===== src/rtl/plcounter_bounded_if.sv =====
// Control/data bundle for plcounter_bounded: the counter consumes the i_* signals (slave)
// and returns the o_* signals; the master side drives it.
interface plcounter_bounded_if #(
  parameter int unsigned WIDTH  = 8,
  parameter int unsigned STEP_W = 4
);
  logic              i_en;
  logic              i_load;
  logic              i_updown;
  logic              i_sat;
  logic [STEP_W-1:0] i_step;
  logic [WIDTH-1:0]  i_lo;
  logic [WIDTH-1:0]  i_hi;
  logic [WIDTH-1:0]  i_in;
  logic [WIDTH-1:0]  o_out;
  logic              o_tc;
  logic              o_ovf;
  logic              o_cfg_err;

  modport master (
    output i_en, i_load, i_updown, i_sat, i_step, i_lo, i_hi, i_in,
    input  o_out, o_tc, o_ovf, o_cfg_err
  );

  modport slave (
    input  i_en, i_load, i_updown, i_sat, i_step, i_lo, i_hi, i_in,
    output o_out, o_tc, o_ovf, o_cfg_err
  );
endinterface


===== src/rtl/plcounter_bounded.sv =====
// Bounded up/down counter with programmable step, wrap/saturate, terminal-count pulse and
// sticky overflow. Optional enable prescaler is compiled in with PLCOUNTER_PRESCALE_EN.
module plcounter_bounded #(
  parameter int unsigned WIDTH    = 8,
  parameter int unsigned STEP_W   = 4,
  parameter int unsigned RST_VAL  = 0,
  parameter int unsigned PRESCALE = 4
) (
  input  logic                 i_clk,
  input  logic                 i_rst,
  plcounter_bounded_if.slave   bus
);

  // One extra bit so the carry/borrow of out +/- step is never aliased.
  localparam int unsigned CW = ((WIDTH > STEP_W) ? WIDTH : STEP_W) + 1;

  if (PRESCALE == 0) begin : g_bad_prescale
    $error("plcounter_bounded: PRESCALE must be >= 1");
  end

  logic [WIDTH-1:0] r_out_q, r_out_d;
  logic             r_tc_q, r_tc_d;
  logic             r_ovf_q, r_ovf_d;

  logic             w_cfg_err;
  logic             w_fire;
  logic [CW-1:0]    w_out_ext, w_step_ext, w_lo_ext, w_hi_ext;
  logic [CW-1:0]    w_up_sum, w_dn_diff;
  logic             w_borrow;
  logic [WIDTH-1:0] w_clamped;

`ifdef PLCOUNTER_PRESCALE_EN
  localparam int unsigned PW = (PRESCALE > 1) ? $clog2(PRESCALE) : 1;
  logic [PW-1:0] r_pre_q, r_pre_d;
`endif

  always_comb begin
    w_cfg_err  = bus.i_lo > bus.i_hi;
    w_out_ext  = CW'(r_out_q);
    w_step_ext = CW'(bus.i_step);
    w_lo_ext   = CW'(bus.i_lo);
    w_hi_ext   = CW'(bus.i_hi);
    w_up_sum   = w_out_ext + w_step_ext;
    w_dn_diff  = w_out_ext - w_step_ext;
    w_borrow   = w_out_ext < w_step_ext;
    if (bus.i_in < bus.i_lo) begin
      w_clamped = bus.i_lo;
    end else if (bus.i_in > bus.i_hi) begin
      w_clamped = bus.i_hi;
    end else begin
      w_clamped = bus.i_in;
    end
  end

  always_comb begin
    r_out_d = r_out_q;
    r_tc_d  = 1'b0;
    r_ovf_d = r_ovf_q;
    w_fire  = 1'b0;
`ifdef PLCOUNTER_PRESCALE_EN
    r_pre_d = r_pre_q;
`endif
    if (bus.i_load) begin
      // With inverted bounds there is no valid range to clamp into.
      r_out_d = w_cfg_err ? bus.i_in : w_clamped;
      r_ovf_d = 1'b0;
`ifdef PLCOUNTER_PRESCALE_EN
      r_pre_d = '0;
`endif
    end else if (bus.i_en) begin
`ifdef PLCOUNTER_PRESCALE_EN
      if (r_pre_q == PW'(PRESCALE - 1)) begin
        r_pre_d = '0;
        w_fire  = 1'b1;
      end else begin
        r_pre_d = r_pre_q + PW'(1);
      end
`else
      w_fire = 1'b1;
`endif
      if (w_fire && !w_cfg_err && (bus.i_step != '0)) begin
        if (bus.i_updown) begin
          if (w_up_sum > w_hi_ext) begin
            r_out_d = bus.i_sat ? bus.i_hi : bus.i_lo;
            r_tc_d  = 1'b1;
            r_ovf_d = 1'b1;
          end else begin
            r_out_d = w_up_sum[WIDTH-1:0];
          end
        end else begin
          if (w_borrow || (w_dn_diff < w_lo_ext)) begin
            r_out_d = bus.i_sat ? bus.i_lo : bus.i_hi;
            r_tc_d  = 1'b1;
            r_ovf_d = 1'b1;
          end else begin
            r_out_d = w_dn_diff[WIDTH-1:0];
          end
        end
      end
    end
  end

  always_ff @(posedge i_clk) begin
    if (i_rst) begin
      r_out_q <= WIDTH'(RST_VAL);
      r_tc_q  <= 1'b0;
      r_ovf_q <= 1'b0;
    end else begin
      r_out_q <= r_out_d;
      r_tc_q  <= r_tc_d;
      r_ovf_q <= r_ovf_d;
    end
  end

`ifdef PLCOUNTER_PRESCALE_EN
  always_ff @(posedge i_clk) begin
    if (i_rst) begin
      r_pre_q <= '0;
    end else begin
      r_pre_q <= r_pre_d;
    end
  end
`endif

  assign bus.o_out     = r_out_q;
  assign bus.o_tc      = r_tc_q;
  assign bus.o_ovf     = r_ovf_q;
  assign bus.o_cfg_err = w_cfg_err;

endmodule


===== src/flat_wrapper.sv =====
// flat-port wrapper written by rule: the top's interface ports become plain ports
module plcounter_bounded_flat 
#(
  parameter int unsigned WIDTH    = 8,
  parameter int unsigned STEP_W   = 4,
  parameter int unsigned RST_VAL  = 0,
  parameter int unsigned PRESCALE = 4
)
  (i_clk, i_rst, bus_i_en, bus_i_load, bus_i_updown, bus_i_sat, bus_i_step, bus_i_lo, bus_i_hi, bus_i_in, bus_o_out, bus_o_tc, bus_o_ovf, bus_o_cfg_err);
  plcounter_bounded_if #(.WIDTH(WIDTH), .STEP_W(STEP_W)) bus_i ();
  input  logic i_clk;
  input  logic i_rst;
  input wire logic [$bits(bus_i.i_en)-1:0] bus_i_en;
  input wire logic [$bits(bus_i.i_load)-1:0] bus_i_load;
  input wire logic [$bits(bus_i.i_updown)-1:0] bus_i_updown;
  input wire logic [$bits(bus_i.i_sat)-1:0] bus_i_sat;
  input wire logic [$bits(bus_i.i_step)-1:0] bus_i_step;
  input wire logic [$bits(bus_i.i_lo)-1:0] bus_i_lo;
  input wire logic [$bits(bus_i.i_hi)-1:0] bus_i_hi;
  input wire logic [$bits(bus_i.i_in)-1:0] bus_i_in;
  output wire logic [$bits(bus_i.o_out)-1:0] bus_o_out;
  output wire logic [$bits(bus_i.o_tc)-1:0] bus_o_tc;
  output wire logic [$bits(bus_i.o_ovf)-1:0] bus_o_ovf;
  output wire logic [$bits(bus_i.o_cfg_err)-1:0] bus_o_cfg_err;
  assign bus_i.i_en = bus_i_en;
  assign bus_i.i_load = bus_i_load;
  assign bus_i.i_updown = bus_i_updown;
  assign bus_i.i_sat = bus_i_sat;
  assign bus_i.i_step = bus_i_step;
  assign bus_i.i_lo = bus_i_lo;
  assign bus_i.i_hi = bus_i_hi;
  assign bus_i.i_in = bus_i_in;
  assign bus_o_out = bus_i.o_out;
  assign bus_o_tc = bus_i.o_tc;
  assign bus_o_ovf = bus_i.o_ovf;
  assign bus_o_cfg_err = bus_i.o_cfg_err;
  plcounter_bounded #(.WIDTH(WIDTH), .STEP_W(STEP_W), .RST_VAL(RST_VAL), .PRESCALE(PRESCALE)) u_core (.i_clk(i_clk), .i_rst(i_rst), .bus(bus_i));
endmodule

===== config.mk =====
export PLATFORM = sky130hd
export DESIGN_NAME = plcounter_bounded_flat
export DESIGN_NICKNAME = d
export VERILOG_FILES = /design/src/rtl/plcounter_bounded_if.sv /design/src/rtl/plcounter_bounded.sv /design/src/flat_wrapper.sv
export SDC_FILE = /design/constraint.sdc
export NUM_CORES = 1
export LEC_CHECK = 0
export BUFFER_PORTS_ARGS = -buffer_cell sky130_fd_sc_hd__buf_2
export CORE_UTILIZATION = 57
export DETAILED_ROUTE_END_ITERATION = 16
export HOLD_SLACK_MARGIN = 0.03
export PLACE_DENSITY = 0.88
export SKIP_CTS_REPAIR_TIMING = 1
export SLEW_MARGIN = 10
export SYNTH_ARGS = -nofsm -noshare
export SYNTH_HDL_FRONTEND = slang
export SYNTH_SLANG_ARGS = --single-unit

===== constraint.sdc =====
create_clock -name i_clk -period 4.7 [get_ports i_clk]
set_input_delay 0.94 -clock i_clk [delete_from_list [all_inputs] [get_ports i_clk]]
set_output_delay 0.94 -clock i_clk [all_outputs]
set_load 0.02 [all_outputs]

# Word-level counts from Yosys, hierarchy flattened
# Cells that the tools add are included.
[totals] register_bits=10 latchBits=0 ram_bits=0 romBits=0 memories=0
[classes] n_addsub=2 n_mul=0 div=0 magnitude_cmp=6 n_eq_ne=1 n_shift=0 n_mux=17 n_bitwise=2 reduce_logical=11
[op_table] operator="two-way mux 8 bit" n=11
[op_table] operator="> comparator 8 bit" n=2
[op_table] operator="adder 8 x 4 -> 9 bit" n=1
[op_table] operator="> comparator 9 x 8 -> 1 bit" n=1
[op_table] operator="less-than comparator 9 x 8 -> 1 bit" n=1
[op_table] operator="subtractor 8 x 4 -> 9 bit" n=1
[op_table] operator="less-than comparator 8 x 4 -> 1 bit" n=1
[op_table] operator="less-than comparator 8 bit" n=1
[op_table] operator="two-way mux 1 bit" n=6
[op_table] operator="nonzero test 2 bit" n=3
[op_table] operator="AND reduction 4 bit" n=1
[op_table] operator="nonzero test 4 bit" n=1
[op_table] operator="OR reduction 4 bit" n=1
[op_table] operator="!= test 2 x 1 -> 1 bit, second input constant" n=1
[op_table] operator="inverter 1 bit" n=2
[op_table] operator="AND reduction 2 bit" n=1
[op_table] operator="OR reduction 2 bit" n=1
[op_table] operator="logical AND 1 bit" n=1
[op_table] operator="logical NOT 1 bit" n=1
[op_table] operator="logical OR 1 bit" n=1

# Longest topological paths before layout
# Gate-level depths: netlist (run 1).
[logic_depth] depth_word=8 ltp_mapped=15 mapped_depth_nobuf=15

# Worst setup path before layout (run 1)
# Ideal clock, no wire load.
[synth_path] path_type="input to register" start="input port bus_i_step[2]" end="register u_core.r_out_q[0], in the netlist u_core.bus.o_out[0]" arrival_ns=4.073 path_slack_ns=0.499 stages=15 n_path_buf=1 cell_sequence="inv_1 -> ha_1 -> buf_2 -> or3b_2 -> a31oi_1 -> o21ai_0 -> xnor2_1 -> ha_1 -> nand4_1 -> a21oi_1 -> nor4_1 -> o21ai_1 -> and3_1 -> a2111oi_2 -> o22ai_1"
[synth_between] elab_chain_cells=8
[synth_lines] element="start: declaration" line_no="flat_wrapper.sv:17" text="input wire logic [$bits(bus_i.i_step)-1:0] bus_i_step;"
[synth_lines] element="subtractor 8 x 4 -> 9 bit" line_no="plcounter_bounded.sv:44" text="w_dn_diff = w_out_ext - w_step_ext;"
[synth_lines] element="less-than comparator 9 x 8 -> 1 bit" line_no="plcounter_bounded.sv:91" text="if (w_borrow || (w_dn_diff < w_lo_ext)) begin"
[synth_lines] element="logical OR 1 bit" line_no="plcounter_bounded.sv:91"
[synth_lines] element="two-way mux 8 bit" line_no="plcounter_bounded.sv:91"
[synth_lines] element="two-way mux 8 bit" line_no="plcounter_bounded.sv:82" text="if (bus.i_updown) begin"
[synth_lines] element="two-way mux 8 bit" line_no="plcounter_bounded.sv:81" text="if (w_fire && !w_cfg_err && (bus.i_step != '0)) begin"
[synth_lines] element="two-way mux 8 bit" line_no="plcounter_bounded.sv:70" text="end else if (bus.i_en) begin"
[synth_lines] element="two-way mux 8 bit" line_no="plcounter_bounded.sv:63" text="if (bus.i_load) begin"
[synth_lines] element="end signal: assignment" line_no="plcounter_bounded.sv:105" text="r_out_q <= WIDTH'(RST_VAL);"
[synth_lines] element="end signal: assignment" line_no="plcounter_bounded.sv:109" text="r_out_q <= r_out_d;"
[synth_lines] element="end: declaration" line_no="plcounter_bounded.sv:21" text="logic [WIDTH-1:0] r_out_q, r_out_d;"
# Several ways; a longest one is shown, not always the timed one. The select of a mux whose other input is x is not followed.
# A chain may end at the register's enable or synchronous reset.

# Final worst setup path (run 1)
[layout_path] start="input port bus_i_step[2]" end="register u_core.r_out_q[3], in the netlist u_core.bus.o_out[3]"
# Same word-level chain as after synthesis.

==> metrics.md, run 1 <==
| Metric | Value |
|---|---|
| Status | finished clean |
| Synth warn | 0 |
| Pint | 0.367 mW |
| Nets | 440 |
| Switching portion of total power | 48.8% |
| Share of power burned in registers | approximately 16% |
| Reg clk slew, reported paths | 0.05 ns |
| H-tree levels | 1 |
| Vias | 2705 |
| Placed wire-length estimate | between 5 and 6 mm |
| Die width | 66.9 um |
| Worst endpoint required time | 4.83 ns |
| Sequential area share after synthesis | 8.34% |
| Worst R2R Path Depth | 14 |
| Synth Cell Area | approximately 0.0024 sq mm |
| Crit path launch type | primary input |
| CP Capture Type | flop |
| Total GRT Usage | 33.5% |
| Worst-path fanout max | 8 |
| Clk sinks | 10 |
| Combinational cell fraction of total power | 70.5% |
| Core Region | 0.00403 sq mm |
| Final count of negative-setup-slack endpoints | 0 |
| CP Cell Sequence | buf_2 -> inv_1 -> ha_1 -> or3b_2 -> a31oi_1 -> o21ai_0 -> xnor2_1 -> ha_1 -> nand4_1 -> a21oi_1 -> nor4_1 -> o21ai_1 -> buf_4 -> mux2i_1 -> o22ai_1 -> a311o_1 |
| Yosys top cell area share | between 20% and 30% |
| Slowest CP cell | or3b_2 |
| WP data arrival | 4.49 ns |
| Routed Wire Length | ~7.2 mm |
| Initial Util | 59.6% |
| Critical R2R Launch | u_core.bus.o_out[2] |
| Peak supply drop | 0.193 mV |
| Final Max Tran Viols | 0 |
| Hold Crit Depth | 1 |
| Area grow syn2layout | 12.0% |
| Tightest Hold Check Type | reg2reg |
| Antenna violations before repair | 0 |
| WL/cell | 17.8 um |
| FP Rows | 23 |
| HP Start | u_core.bus.o_ovf |
| I/O pins | 45 |
| Die Area | 0.00448 sq mm |
| Synth Register Bits | 10 |
| Clk network pwr share | 13.3% |
| Vias in the first global route | 2369 |
| Synth Net Count | 401 |
| Die height | 66.9 um |
| Root Buffer | clkbuf_8 |
| Async S/R FF share, synth | 0% |
| GRT overflow | 0 |
| DRT iter0 DRCs | 366 |
| Final core utilization | 66.7% |
| Fin. Hold Viols | 0 |
| Net Sw Power | 0.350 mW |
| Fin crit period | 4.36 ns |
| Area of the multi-input gates | about 0.0020 sq mm |
| Slowest Stage Delay on Critical Path | 0.52 ns |
| Register area | 200 sq um |
| Power after layout | 0.717 mW |
| First-pass GRT wire length | ~11 mm |
| Cell mode on critical path | ha_1 |
| Post-Synthesis Cells | 319 |
| Total negative setup slack | 0 ns |
| Clk Latency, worst-skew pair | 0.24 ns |
| Clock skew | about 0.0035 ns |
| Drt first pass iters | 5 |
| # diodes | 0 |
| Fillers | 325 |
| Layout cells sized above 1 | between 15 and 20% |
| Slew at the pin closest to its max-slew limit | 0.973 ns |
| Routability cong. | 0.963 |
| Lkg Pwr | roughly 1.3 nW |
| Antenna viol nets, final | 0 |
| Max Clk Rate | 229 MHz |
| Post-synth EDFFs | 0 |
| CTS max path bufs | 2 |
| Synthesized area per cell | 7.53 sq um |
| Top-count cell post-synth | ha_1 |
| Area contributors post-synth | ha_1, dfxtp_1, o21ai_0, mux2i_1, inv_1 |
| Yosys cell types | 54 |
| Port bufs | 44 |
| Type of the worst setup path | in2reg |
| Synth Flop Type | dfxtp_1 |
| Residual DRC | 0 |
| RSZ-0062 raised after global routing | no |
| Pin count of the biggest net entering global routing | 32 |
| Yosys top cell by area | ha_1 |
| Worst R2R End | u_core.bus.o_out[3] |
| Final Cycle Share | 92.8% |
| Max-slew headroom | 35.2% |
| R2R setup slack | approximately 0.8 ns |
| Max-cap violations | 0 |
| Pwr/cell area | 267 mW/mm^2 |
| TritonCTS Buffers | 3 |
| Worst Hold Path EP | u_core.bus.o_ovf |
| CTS tree | done |
| Vias per cell | ~6.7 |
| Top post-synthesis cells by count | ha_1, o21ai_0, inv_1 |
==> logic make-up (layout without fill, tap and decap cells) <==
kind of cell | Yosys count | after routing | synth area share (%)
adder cells (fa/ha/maj) | 48 | 48 | 25.6
flip-flops | 10 | 10 | 8.34
buffers and inverters | 40 | 77 | 6.67
multiplexers | 14 | 14 | 5.84
XOR/XNOR | 10 | 10 | 3.65
AO/OA/AOI/OAI | 90 | 90 | 25.6
AND/OR/NAND/NOR | 107 | 107 | 24.2
==> cell type report <==
type                            instances  share of cell area, %
Multi-Input combinational cell        269                   75.9
Clock buffer                            3                   1.54
Tap cell                               50                   2.33
Inverter                               27                   3.77
Sequential cell                        10                   7.45
Timing Repair Buffer                   47                   9.03
==> routing by layer <==
metal  GRT usage (%)  wire length, um  share of wire [%]
met2            53.5             3300                 46
met1            43.2             3000                 41
met5               0                0                  0
met3            5.82              724                 10
met4            15.4              212                2.9
==> state kept, by name, summed over array words and instances (netlist names) <==
register and count:
u_core.bus.o_tc 1, u_core.bus.o_out 8, u_core.bus.o_ovf 1
==> power by group through the flow <==
| stage | clock (mW) | combinational, mW | sequential, mW |
|---|---|---|---|
| 2_1_floorplan | 0 | 0.351 | 0.122 |
| 5_1_grt | 0.104 | 0.550 | 0.118 |
| 3_3_place_gp | 0 | 0.476 | 0.117 |
| 3_5_place_dp | 0 | 0.488 | 0.117 |
| 4_1_cts | 0.0958 | 0.491 | 0.116 |
| 6_report | 0.0954 | 0.506 | 0.116 |
==> critical path: cells and delay by family <==
| kind | cells | cell delay (ns) |
|---|---|---|
| multiplexers | 1 | 0.18 |
| AND/OR/NAND/NOR | 3 | 1.04 |
| buffers and inverters | 3 | 0.36 |
| AO/OA/AOI/OAI | 6 | 1.00 |
| XOR/XNOR | 1 | 0.29 |
| adder cells (fa/ha/maj) | 2 | 0.69 |
==> through the flow <==
| step | area, sq um | instances | setup slack [ns] | hold WS, ns |
|---|---|---|---|---|
| after floorplan | 2400 | 319 | 0.499 | 0.593 |
| after global placement | 2650 | 403 | 0.233 | 0.449 |
| after detailed placement | 2650 | 403 | 0.128 | 0.455 |
| after CTS | 2690 | 406 | 0.381 | 0.469 |
| after global routing | 2690 | 406 | 0.135 | 0.495 |
| final | 2690 | 406 | 0.340 | 0.460 |
==> placed cells by master, fill, tap and decap left out, types with 3 or more instances in the layout <==
master,Yosys,final
clkbuf_8,0,3
a211oi_1,3,3
xnor2_1,4,4
o21ai_0,29,29
inv_1,27,27
o21a_1,5,5
dfxtp_1,10,10
nor4_1,14,14
ha_1,46,46
mux2i_1,14,14
buf_4,0,3
or3_1,3,3
a311o_1,6,6
and3_1,3,3
a21oi_1,18,18
xor2_1,6,6
nor3b_1,4,4
nand2b_1,3,3
nand4_1,8,8
nor2_1,14,14
nor2b_1,8,8
nand2_1,23,23
buf_2,1,44
o211ai_1,3,3
o22ai_1,7,7
nand3_1,6,6
nor3_1,11,11
==> worst max-delay path by stage <==
stage | start | end | slack (ns) | cells after the start
2_1_floorplan | bus_i_step[2] | u_core.bus.o_out[0] | 0.50 | 15
3_3_place_gp | bus_i_step[2] | u_core.bus.o_out[5] | 0.23 | 16
3_5_place_dp | bus_i_step[2] | u_core.bus.o_out[3] | 0.13 | 16
4_1_cts | bus_i_step[2] | u_core.bus.o_out[3] | 0.38 | 16
5_1_grt | bus_i_step[2] | u_core.bus.o_out[3] | 0.13 | 16
6_report | bus_i_step[2] | u_core.bus.o_out[3] | 0.34 | 16
(Power assumes the default switching activity.)
==> run 2, diff against run 1 <==
CELL_PAD_IN_SITES_DETAIL_PLACEMENT = 0   (was not set)
CELL_PAD_IN_SITES_GLOBAL_PLACEMENT = 1   (was not set)
CORE_UTILIZATION = 41   (was 57)
PLACE_DENSITY = 0.87   (was 0.88)
SKIP_LAST_GASP = 1   (was not set)
==> metrics.md, run 2 (same netlist as run 1, synthesis figures left out) <==
| Metric | Value |
|---|---|
| Status | finished clean |
| Routability cong. | 0.903 |
| Antenna violations before repair | 0 |
| Reg clk slew, reported paths | around 0.050 ns |
| # diodes | 0 |
| Register area | between 200 and 250 sq um |
| Placed wire-length estimate | approximately 6.2 mm |
| Peak supply drop | roughly 0.15 mV |
| Final Max Tran Viols | 0 |
| Max Clk Rate | about 240 MHz |
| RSZ-0062 raised after global routing | no |
| Layout cells sized above 1 | 16.9% |
| FP Rows | 27 |
| Routed Wire Length | 7.47 mm |
| First-pass GRT wire length | 12.0 mm |
| Final Cycle Share | 89.9% |
| Worst R2R End | u_core.bus.o_out[0] |
| Initial Util | a little over two fifths |
| Antenna viol nets, final | 0 |
| DRT iter0 DRCs | 250 |
| Hold Crit Depth | 1 |
| Clock skew | between 0.002 and 0.003 ns |
| Drt first pass iters | 5 |
| WP data arrival | 4.34 ns |
| Commonest cells after routing, fill and taps aside | ha_1, buf_2, o21ai_0 |
| Die height | 78.5 um |
| Design Area, Final | between 0.002 and 0.003 sq mm |
| Clk sinks | 10 |
| GRT overflow | 0 |
| Nets | 439 |
| Pint | 0.361 mW |
| Worst-path fanout max | 8 |
| Pwr/cell area | 257 mW/mm^2 |
| WL/cell | 17.5 um |
| Residual DRC | 0 |
| Placement Setup Slack | 0.163 ns |
| Area grow syn2layout | 13.1% |
| Slew at the pin closest to its max-slew limit | 0.935 ns |
| Placed cell areas | between 0.002 and 0.003 sq mm |
| Fin crit period | 4.23 ns |
| Root Buffer | clkbuf_8 |
| Clk Latency, worst-skew pair | 0.24 ns |
| Pin count of the biggest net entering global routing | 32 |
| Switching portion of total power | 48.4% |
| Port bufs | 44 |
| Max-cap violations | 0 |
| Slowest Stage Delay on Critical Path | 0.53 ns |
| Die Area | 0.00617 sq mm |
| Total negative setup slack | 0 ns |
| Vias in the first global route | 2397 |
| I/O pins | 45 |
| Commonest non-fill, non-tap cell in the layout | ha_1 |
| H-tree levels | 1 |
| Max reg flops | 8 |
| R2R setup slack | around 0.9 ns |
| Die width | between 70 and 80 um |
| Area of the multi-input gates | 0.00205 sq mm |
| CTS max path bufs | 2 |
| Vias | 2578 |
| Core Region | 0.00557 sq mm |
| Fillers | 606 |
| Tightest Hold Check Type | reg2reg |
| TritonCTS Buffers | 3 |
| Setup slack after layout | about 0.47 ns |
| CP Cell Sequence | buf_2 -> inv_1 -> ha_1 -> or3b_2 -> a31oi_1 -> o21ai_0 -> xnor2_1 -> ha_1 -> nand4_1 -> a21oi_1 -> nor4_2 -> o21ai_1 -> buf_4 -> mux2i_1 -> o22ai_1 -> a311o_1 |
| Worst R2R Path Depth | 15 |
| CP Capture Type | flop |
| CTS tree | done |
| Critical R2R Launch | u_core.bus.o_out[0] |
| Final count of negative-setup-slack endpoints | 0 |
| Max-slew headroom | 37.6% |
| Vias per cell | between 6 and 7 |
| Clk network pwr share | 12.8% |
| Type of the worst setup path | in2reg |
| Crit path launch type | primary input |
| Total GRT Usage | around 25% |
| Share of power burned in registers | 16.5% |
| Fin. Hold Viols | 0 |
| Net Sw Power | 0.338 mW |
| Lkg Pwr | about 1.3 nW |
| Slowest CP cell | or3b_2 |
| Power after layout | around 0.70 mW |
| Worst Hold Path EP | u_core.bus.o_ovf |
| HP Start | u_core.bus.o_ovf |
| Cell mode on critical path | ha_1 |
| Combinational cell fraction of total power | approximately 70% |
| Worst endpoint required time | 4.81 ns |
[run 2: layer usage]
| metal | share of wire [%] | vias up | global-route usage (%) |
|---|---|---|---|
| li1 | - | 1283 | - |
| met1 | 46 | 1188 | 33.8 |
| met2 | 46 | 97 | 41.6 |
| met3 | 5.7 | 10 | 3.37 |
| met4 | 2.2 | 0 | 7.04 |
| met5 | 0 | - | 0 |
[run 2: final cells by class]
type,count,area share [%]
sequential,10,7.37
tap,72,3.32
timing repair buffer,46,8.66
inverter,27,3.73
multi-input combinational,269,75.4
clock buffer,3,1.52
[run 2: power groups by stage]
stage / Clock (mW) / Combinational [mW] / Sequential [mW]
finish: 0.0892 / 0.495 / 0.115
floorplan: 0 / 0.351 / 0.122
CTS: 0.0914 / 0.486 / 0.115
detailed placement: 0 / 0.483 / 0.117
global route: 0.0951 / 0.550 / 0.117
global placement: 0 / 0.478 / 0.117
[run 2: worst max-delay path by stage]
| stage | startpoint | slack (ns) | depth (start not counted) | end |
|---|---|---|---|---|
| floorplan | bus_i_step[2] | 0.50 | 15 | u_core.bus.o_out[0] |
| global placement | bus_i_step[2] | 0.17 | 16 | u_core.bus.o_out[5] |
| detailed placement | bus_i_step[2] | 0.16 | 16 | u_core.bus.o_out[1] |
| CTS | bus_i_step[2] | 0.41 | 16 | u_core.bus.o_out[1] |
| global route | bus_i_step[2] | 0.11 | 16 | u_core.bus.o_out[1] |
| finish | bus_i_step[2] | 0.47 | 16 | u_core.bus.o_out[1] |
[run 2: metrics by stage]
step	std cells	utilization, %	hold WS [ns]
after global routing	427	48.7	0.503
after global placement	424	47.9	0.450
after CTS	427	48.6	0.471
final	427	48.7	0.467
after floorplan	319	-	0.593
after detailed placement	424	47.9	0.456
[run 2: critical path: cells and delay by family]
kind	cells	cell delay (ns)
AO/OA/AOI/OAI	6	0.96
multiplexers	1	0.18
buffers and inverters	3	0.34
XOR/XNOR	1	0.29
adder cells (fa/ha/maj)	2	0.68
AND/OR/NAND/NOR	3	0.93
==> run 3, diff against run 2 <==
CORE_UTILIZATION = 40   (was 41)
PLACE_DENSITY = 0.85   (was 0.87)
==> metrics.md, run 3 (same netlist as run 1, synthesis figures left out) <==
| Metric | Value |
|---|---|
| Clock skew | 0.000767 ns |
| RSZ-0062 raised after global routing | no |
| # diodes | 0 |
| Fin crit period | about 4.3 ns |
| Core Region | 0.00564 sq mm |
| Placement Setup Slack | roughly 0.2 ns |
| Vias | roughly 2600 |
| First-pass GRT wire length | between 10 and 15 mm |
| Final Max Tran Viols | 0 |
| Reg clk slew, reported paths | 0.05 ns |
| Final count of negative-setup-slack endpoints | 0 |
| Nets | between 400 and 500 |
| Register area | 200 sq um |
| Layout cells sized above 1 | 16.6% |
| Peak supply drop | between 0.1 and 0.15 mV |
| Power after layout | 0.701 mW |
| Area grow syn2layout | 12.8% |
| Residual DRC | 0 |
| Lkg Pwr | 1.26 nW |
| Clk sinks | 10 |
| Final Instance Count excl. Fillers | 427 |
| Routed Wire Length | 7.25 mm |
| Worst-path fanout max | 8 |
| CTS tree | done |
| Slowest Stage Delay on Critical Path | 0.52 ns |
| Type of the worst setup path | in2reg |
| Crit path launch type | primary input |
| Routability cong. | about 0.93 |
| Root Buffer | clkbuf_8 |
| Port bufs | 44 |
| Initial Util | 42.6% |
| Setup slack after layout | 0.444 ns |
| Hold_ws | 0.462 ns |
| WL/cell | 17.0 um |
| Final Cycle Share | 90.6% |
| Die Area | ~0.0063 sq mm |
| H-tree levels | 1 |
| Antenna viol nets, final | 0 |
| Total GRT Usage | 24.9% |
| Status | finished clean |
| TritonCTS Buffers | 3 |
| WP data arrival | between 4 and 5 ns |
| Design Area, Final | 0.00271 sq mm |
| Total negative setup slack | 0 ns |
| Max-slew headroom | 37.5% |
| Clk Latency, worst-skew pair | ~0.24 ns |
| Max-cap violations | 0 |
| Area of the multi-input gates | 0.00204 sq mm |
| Cell mode on critical path | ha_1 |
| CP Cell Sequence | buf_2 -> inv_1 -> ha_1 -> or3b_2 -> a31oi_1 -> o21ai_0 -> xnor2_1 -> ha_1 -> nand4_1 -> a21oi_1 -> nor4_1 -> o21ai_1 -> buf_4 -> mux2i_1 -> a211oi_1 -> a311o_1 |
| I/O pins | 45 |
| FP Rows | 27 |
| Slowest CP cell | or3b_2 |
| CTS max path bufs | 2 |
| Commonest non-fill, non-tap cell in the layout | ha_1 |
| Fin. Hold Viols | 0 |
| Worst endpoint required time | roughly 4.8 ns |
| Placed cell areas | 0.00267 sq mm |
| DRT iter0 DRCs | 190 |
| Placed wire-length estimate | around 6.0 mm |
| GRT overflow | 0 |
| Final core utilization | 48.0% |
| Max reg flops | 8 |
| CP Capture Type | flop |
| Die height | 79.5 um |
| Pwr/cell area | 259 mW/mm^2 |
| Drt first pass iters | 6 |
| Tightest Hold Check Type | reg2reg |
| Antenna violations before repair | 0 |
| Die width | 79.5 um |
| Max Clk Rate | roughly 230 MHz |
| Vias per cell | between 6 and 7 |
| Pin count of the biggest net entering global routing | 32 |
| Fillers | 565 |
| Commonest cells after routing, fill and taps aside | ha_1, buf_2, o21ai_0 |
| Slew at the pin closest to its max-slew limit | 0.938 ns |
| Vias in the first global route | 2423 |
| Post-Place Cells | 424 |
run 3: per-layer routing:
metal  up-vias  track usage [%]  wire length, um
li1       1285                -                -
met4         0             4.91              119
met2       109             41.5             3390
met3        10             3.54              475
met1      1163             33.7             3270
met5         -                0                0
run 3: final cells by class:
type | instances | share of cell area, %
Clock buffer | 3 | 1.52
Multi-Input combinational cell | 269 | 75.3
Inverter | 27 | 3.74
Timing Repair Buffer | 46 | 8.68
Sequential cell | 10 | 7.39
Tap cell | 72 | 3.33
run 3: where the power goes:
part	leakage (nW)	switching [mW]	internal, mW
Sequential	0.0826	0.0187	0.0961
Combinational	1.16	0.287	0.209
Clock	0.0216	0.0342	0.0561
Total	1.26	0.340	0.362
run 3: path summary, 6_finish.rpt:
path | to | depth (start not counted) | startpoint | slack, ns
max | u_core.bus.o_out[7] | 16 | bus_i_step[2] | 0.44
min | u_core.bus.o_ovf | 1 | u_core.bus.o_ovf | 0.46
max reg2reg | u_core.bus.o_out[7] | 14 | u_core.bus.o_out[2] | 0.89
min reg2reg | u_core.bus.o_ovf | 1 | u_core.bus.o_ovf | 0.46
run 3: worst max-delay path: cells and delay by family:
kind / cells / cell delay (ns)
buffers and inverters: 3 / 0.35
multiplexers: 1 / 0.16
adder cells (fa/ha/maj): 2 / 0.65
AO/OA/AOI/OAI: 6 / 0.91
AND/OR/NAND/NOR: 3 / 1.15
XOR/XNOR: 1 / 0.22
